--- config.mk ---
export PLATFORM = sky130hd
export DESIGN_NAME = id_ex_pipe_ctl
export DESIGN_NICKNAME = d
export VERILOG_FILES = /design/src/rtl/id_ex_pipe_ctl.sv
export SDC_FILE = /design/constraint.sdc
export NUM_CORES = 1
export LEC_CHECK = 0
export BUFFER_PORTS_ARGS = -buffer_cell sky130_fd_sc_hd__buf_2
export CAP_MARGIN = 20
export CORE_AREA = 4 4 151 153
export CTS_CLUSTER_SIZE = 12
export DETAILED_ROUTE_END_ITERATION = 6
export DIE_AREA = 0 0 155 157
export PLACE_DENSITY_LB_ADDON = 0.3
export SLEW_MARGIN = 10
export SYNTH_ARGS = -nofsm -noshare
export SYNTH_HDL_FRONTEND = slang
export SYNTH_SLANG_ARGS = --single-unit
--- constraint.sdc ---
create_clock -name clk_i -period 3.3 [get_ports clk_i]
set_input_delay 0.165 -clock clk_i [delete_from_list [all_inputs] [get_ports clk_i]]
set_output_delay 0.165 -clock clk_i [all_outputs]
set_load 0.1 [all_outputs]
--- src/rtl/id_ex_pipe_ctl.sv ---
// ID->EX pipeline register for the Y86 pipeline.
// Holds on stall, injects a NOP bubble on bubble, tracks a valid bit and
// keeps saturating counts of stall and bubble cycles. Every output is a flop.
module id_ex_pipe_ctl #(
   parameter int                BYTE_W    = 8,
   parameter int                WORD_W    = 32,
   parameter logic [BYTE_W-1:0] NOP_ICODE = 8'h1,
   parameter logic [BYTE_W-1:0] RNONE     = 8'hF,
   parameter int                CNT_W     = 16
) (
   input  logic              clk_i,
   input  logic              rst_i,
   input  logic              stall_i,
   input  logic              bubble_i,
   input  logic              id_valid_i,
   input  logic [BYTE_W-1:0] id_icode_i,
   input  logic [BYTE_W-1:0] id_ifun_i,
   input  logic [BYTE_W-1:0] id_rA_i,
   input  logic [BYTE_W-1:0] id_rB_i,
   input  logic [BYTE_W-1:0] id_dstE_i,
   input  logic [BYTE_W-1:0] id_dstM_i,
   input  logic [WORD_W-1:0] id_valA_i,
   input  logic [WORD_W-1:0] id_valB_i,
   input  logic [WORD_W-1:0] id_valC_i,
   input  logic [WORD_W-1:0] id_valP_i,
   output logic              ex_valid_o,
   output logic [BYTE_W-1:0] ex_icode_o,
   output logic [BYTE_W-1:0] ex_ifun_o,
   output logic [BYTE_W-1:0] ex_rA_o,
   output logic [BYTE_W-1:0] ex_rB_o,
   output logic [BYTE_W-1:0] ex_dstE_o,
   output logic [BYTE_W-1:0] ex_dstM_o,
   output logic [WORD_W-1:0] ex_valA_o,
   output logic [WORD_W-1:0] ex_valB_o,
   output logic [WORD_W-1:0] ex_valC_o,
   output logic [WORD_W-1:0] ex_valP_o,
   output logic [CNT_W-1:0]  stall_cnt_o,
   output logic [CNT_W-1:0]  bubble_cnt_o,
   output logic              ctl_err_o
);

   // One EX-side instruction slot.
   typedef struct packed {
      logic              valid;
      logic [BYTE_W-1:0] icode;
      logic [BYTE_W-1:0] ifun;
      logic [BYTE_W-1:0] rA;
      logic [BYTE_W-1:0] rB;
      logic [BYTE_W-1:0] dstE;
      logic [BYTE_W-1:0] dstM;
      logic [WORD_W-1:0] valA;
      logic [WORD_W-1:0] valB;
      logic [WORD_W-1:0] valC;
      logic [WORD_W-1:0] valP;
   } ex_t;

   localparam logic [CNT_W-1:0] CNT_ONE = {{(CNT_W-1){1'b0}}, 1'b1};

   ex_t              ex_q, ex_d;
   ex_t              id_pkt, nop_pkt;
   logic [CNT_W-1:0] stall_cnt_q, stall_cnt_d;
   logic [CNT_W-1:0] bubble_cnt_q, bubble_cnt_d;
   logic             ctl_err_q, ctl_err_d;
   logic             do_bubble;

   // Pack the decode-side fields and build the NOP bubble pattern.
   always_comb begin
      id_pkt       = '0;
      id_pkt.valid = id_valid_i;
      id_pkt.icode = id_icode_i;
      id_pkt.ifun  = id_ifun_i;
      id_pkt.rA    = id_rA_i;
      id_pkt.rB    = id_rB_i;
      id_pkt.dstE  = id_dstE_i;
      id_pkt.dstM  = id_dstM_i;
      id_pkt.valA  = id_valA_i;
      id_pkt.valB  = id_valB_i;
      id_pkt.valC  = id_valC_i;
      id_pkt.valP  = id_valP_i;

      nop_pkt       = '0;
      nop_pkt.icode = NOP_ICODE;
      nop_pkt.rA    = RNONE;
      nop_pkt.rB    = RNONE;
      nop_pkt.dstE  = RNONE;
      nop_pkt.dstM  = RNONE;
   end

   // Stall wins over bubble; a bubble only takes effect when not stalled.
   assign do_bubble = bubble_i & ~stall_i;

   // Next-state for the slot, saturating counters and the conflict flag.
   always_comb begin
      ex_d         = ex_q;
      stall_cnt_d  = stall_cnt_q;
      bubble_cnt_d = bubble_cnt_q;
      ctl_err_d    = stall_i & bubble_i;

      if (stall_i) begin
         if (stall_cnt_q != '1) stall_cnt_d = stall_cnt_q + CNT_ONE;
      end else if (do_bubble) begin
         ex_d = nop_pkt;
         if (bubble_cnt_q != '1) bubble_cnt_d = bubble_cnt_q + CNT_ONE;
      end else begin
         ex_d = id_pkt;
      end
   end

   // State registers; reset loads the bubble pattern and clears the counters.
   always_ff @(posedge clk_i) begin
      if (rst_i) begin
         ex_q         <= nop_pkt;
         stall_cnt_q  <= '0;
         bubble_cnt_q <= '0;
         ctl_err_q    <= 1'b0;
      end else begin
         ex_q         <= ex_d;
         stall_cnt_q  <= stall_cnt_d;
         bubble_cnt_q <= bubble_cnt_d;
         ctl_err_q    <= ctl_err_d;
      end
   end

   assign ex_valid_o   = ex_q.valid;
   assign ex_icode_o   = ex_q.icode;
   assign ex_ifun_o    = ex_q.ifun;
   assign ex_rA_o      = ex_q.rA;
   assign ex_rB_o      = ex_q.rB;
   assign ex_dstE_o    = ex_q.dstE;
   assign ex_dstM_o    = ex_q.dstM;
   assign ex_valA_o    = ex_q.valA;
   assign ex_valB_o    = ex_q.valB;
   assign ex_valC_o    = ex_q.valC;
   assign ex_valP_o    = ex_q.valP;
   assign stall_cnt_o  = stall_cnt_q;
   assign bubble_cnt_o = bubble_cnt_q;
   assign ctl_err_o    = ctl_err_q;

endmodule

==> results.md <==
* Outcome: finished, final reports clean
* Synthesized Nets at 783
* DRT antenna net count at 0
* RSZ-0062 raised after global routing: false
* CTS max path bufs at 3
* #FFs+latches synth at 210
* Sequential area share after synthesis at 60.5%
* Fill count at 1842
* Design Power at 6.39 mW
* TritonCTS clock tree: done
* Die area at roughly 0.024 sq mm
* Peak supply drop at 0.322 mV
* Origin of the worst min-delay path: rst_i
* Clk pin slew, worst setup/hold paths at 60 ps
* DR iter-0 viols at 328
* RR Endpoint: stall_cnt_o[15]
* Final Max Slew Viols at 0
* Die span in y at approximately 160 um
* FMAX at 493 MHz
* Number of global-route vias before repair at slightly above 7000
* Worst Hold Slack at 220 ps
* Post-route DRC violation count at 0
* WP data required at 3680 ps
* Pin count of the biggest net entering global routing at 82
* Final Net Count at 1337
* Share of total power consumed by net switching at ~30%
* Reg2reg path depth at 4
* Total congestion overflow at 0
* Min cycle time layout at 2030 ps
* P_int at ~4.5 mW
* Mapped Cells at 600
* Reg2Reg Setup Slack at 1270 ps
* Clock Latency Late Sink at ~500 ps
* Drt wl/cell at 16.8 um
* Share of layout cells above drive strength 1 at between 30% and 40%
* Critical Path AT at 2410 ps
* Post-Syn Area at 0.00694 sq mm
* Initial antenna violation count at 0
* Die width at about 160 um
* Max-cap violations at 0
* Setup Skew at 17.2 ps
* Core area at 0.0216 sq mm
* Pwr Density at 549 mW/mm^2
* Post-CTS setup buffer count at 0
* Post-Route WL at between 20000 and 25000 um
* Syn_area_per_cell at about 12 sq um
* Asr flop ratio synth at 0%
* GRT Util Overall at 18.3%
* # hold bufs at CTS at 178
* I/O pin count at 391
* CTS resizes at 0
* Vias at a little over 7000
* Count of final setup violators at 0
* Least-Margin Pin Slew at 868 ps
* Ys flop type: dfxtp_1
* RR Startpoint: stall_cnt_o[3]
* Setup Total Neg Slack at 0 ps
* Std cell rows at 54
* Part of the cycle the worst path needs at 61.5%
* Yosys cell types at 36
* DR vias/cell at a little under 5
* Area Overhead vs Synth at 67.7%
* Kind of end point of the critical path: flop
* Final Hold Viols at 0
* Hold depth at 2
* Drt pass-1 iters at 5
* Routability cong. at 0.790
* Buffers added on ports at 390
* Post-synth EDFFs at 0
* # diodes at 0
* Crit path kind: flop to flop
* Reg power frac at 41.9%
* H-tree depth at 1
* Clock power share at between 30 and 40%
* Synth Warn # at 0
* Root buf cell: clkbuf_16
* CTS Sinks at 210
* Initial core utilization at 32.2%
* Critical-path maximum fanout at 8
* Relative slew slack at 42.1%
* P_leak at 5.53 nW
* Worst hold path type: input port to flop
* First-pass GRT wire length at 37100 um
* Worst Hold End: stall_cnt_o[10]
* Switch Pwr at around 1.9 mW
* Post-DP HPWL at 15400 um
* CTS buffer count at 23
* Setup crit start kind: flop
* Combinational Power Share at 19.3%
[power groups by stage]
stage,clock network [mW],logic (mW),registers (mW)
5_1_grt,2.65,1.28,2.69
4_1_cts,2.56,1.23,2.68
6_report,2.48,1.23,2.68
2_1_floorplan,0,0.151,3.39
3_3_place_gp,0,1.05,2.73
3_5_place_dp,0,1.06,2.73
[worst max-delay path, stage by stage (launching register included)]
cell and delay (ps):
dfxtp_1 500, nand4_4 190, or3_1 500, nor4b_1 370, mux2_1 350
[layout by cell type (no fill, tap or decap), types with 3 or more instances in the layout]
cell type        n
a22o_1         160
and4_1           4
nor4_1           3
mux2i_1         18
or4_1           12
nand2_1         27
dlygate4sd3_1  178
clkbuf_1         6
inv_1            6
clkbuf_16       23
or3_1           10
buf_4            7
o21ai_0         11
buf_2          390
nor2_1          13
a21oi_1         21
xor2_1           3
o31ai_1         12
nor3_1           3
nand4_1          8
clkbuf_8         7
dfxtp_1        210
nand3_1         10
[metal layers]
| layer | global-route usage, % | wire [um] | vias up |
|---|---|---|---|
| li1 | - | - | 3401 |
| met2 | 31.4 | 11800 | 310 |
| met4 | 5.89 | 641 | 0 |
| met5 | 0 | 0 | - |
| met1 | 21.5 | 9600 | 3304 |
| met3 | 6.32 | 2340 | 52 |
[cells in the mapped netlist (2+ instances only)]
cell type / instances / area share [%]
and3_1: 2 / 0.18
ha_1: 2 / 0.36
a22o_1: 160 / 20
inv_1: 6 / 0.32
o22a_1: 2 / 0.25
nor2b_1: 3 / 0.27
a31oi_1: 2 / 0.18
xor2_1: 3 / 0.38
mux2i_1: 18 / 2.6
dfxtp_1: 210 / 61
nand2_1: 27 / 1.5
clkbuf_1: 38 / 2.1
or3_1: 10 / 0.90
nor4_1: 3 / 0.27
nor2_1: 13 / 0.70
buf_2: 7 / 0.50
nand3_1: 10 / 0.72
and4_1: 4 / 0.50
o31ai_1: 12 / 1.3
nand4_1: 8 / 0.72
a21oi_1: 21 / 1.5
o21ai_0: 11 / 0.79
nor3_1: 4 / 0.29
or4_1: 12 / 1.3
[sequential cells by signal (all words and copies together) (netlist names)]
register      flops
ex_valC_o        32
ex_valA_o        32
ex_rA_o           8
ex_ifun_o         8
ex_valP_o        32
ex_rB_o           8
stall_cnt_o      16
ex_valid_o        1
ex_icode_o        8
ctl_err_o         1
ex_dstM_o         8
ex_valB_o        32
ex_dstE_o         8
bubble_cnt_o     16
[cells by family (layout without fill, tap and decap cells)]
group / after synthesis / in the layout / synth area share (%)
XOR/XNOR: 3 / 3 / 0.378
AO/OA/AOI/OAI: 213 / 213 / 24.9
flip-flops: 210 / 210 / 60.5
AND/OR/NAND/NOR: 101 / 101 / 8.11
multiplexers: 19 / 19 / 2.76
buffers and inverters: 52 / 620 / 2.94
adder cells (fa/ha/maj): 2 / 2 / 0.360
[worst max path at each step]
stage	from	to	depth (start not counted)
floorplan	bubble_cnt_o[8]	bubble_cnt_o[1]	5
global placement	stall_i	stall_cnt_o[15]	5
detailed placement	stall_i	stall_cnt_o[15]	5
CTS	stall_cnt_o[3]	stall_cnt_o[15]	4
global route	stall_cnt_o[3]	stall_cnt_o[15]	4
finish	stall_cnt_o[3]	stall_cnt_o[15]	4
[stage by stage]
stage | utilization, % | worst slack [ps] | area [sq um] | cells
after floorplan | - | 722 | 6940 | 600
after CTS | 54.0 | 1260 | 11600 | 1448
after global placement | 42.4 | 998 | 9130 | 1231
final | 54.0 | 1270 | 11600 | 1448
after global routing | 54.0 | 1160 | 11600 | 1448
after detailed placement | 42.4 | 942 | 9130 | 1231
[layout make-up]
class	count	area [sq um]	area share [%]
multi-input cells	338	2550	21.9
clock buffers	36	694	5.96
clock inverters	3	40.0	0.344
repair buffers	575	3790	32.5
well taps	280	350	3.01
inverters	6	22.5	0.193
flip-flops and latches	210	4200	36.1
No activity file was read; power rests on OpenSTA's default activity.
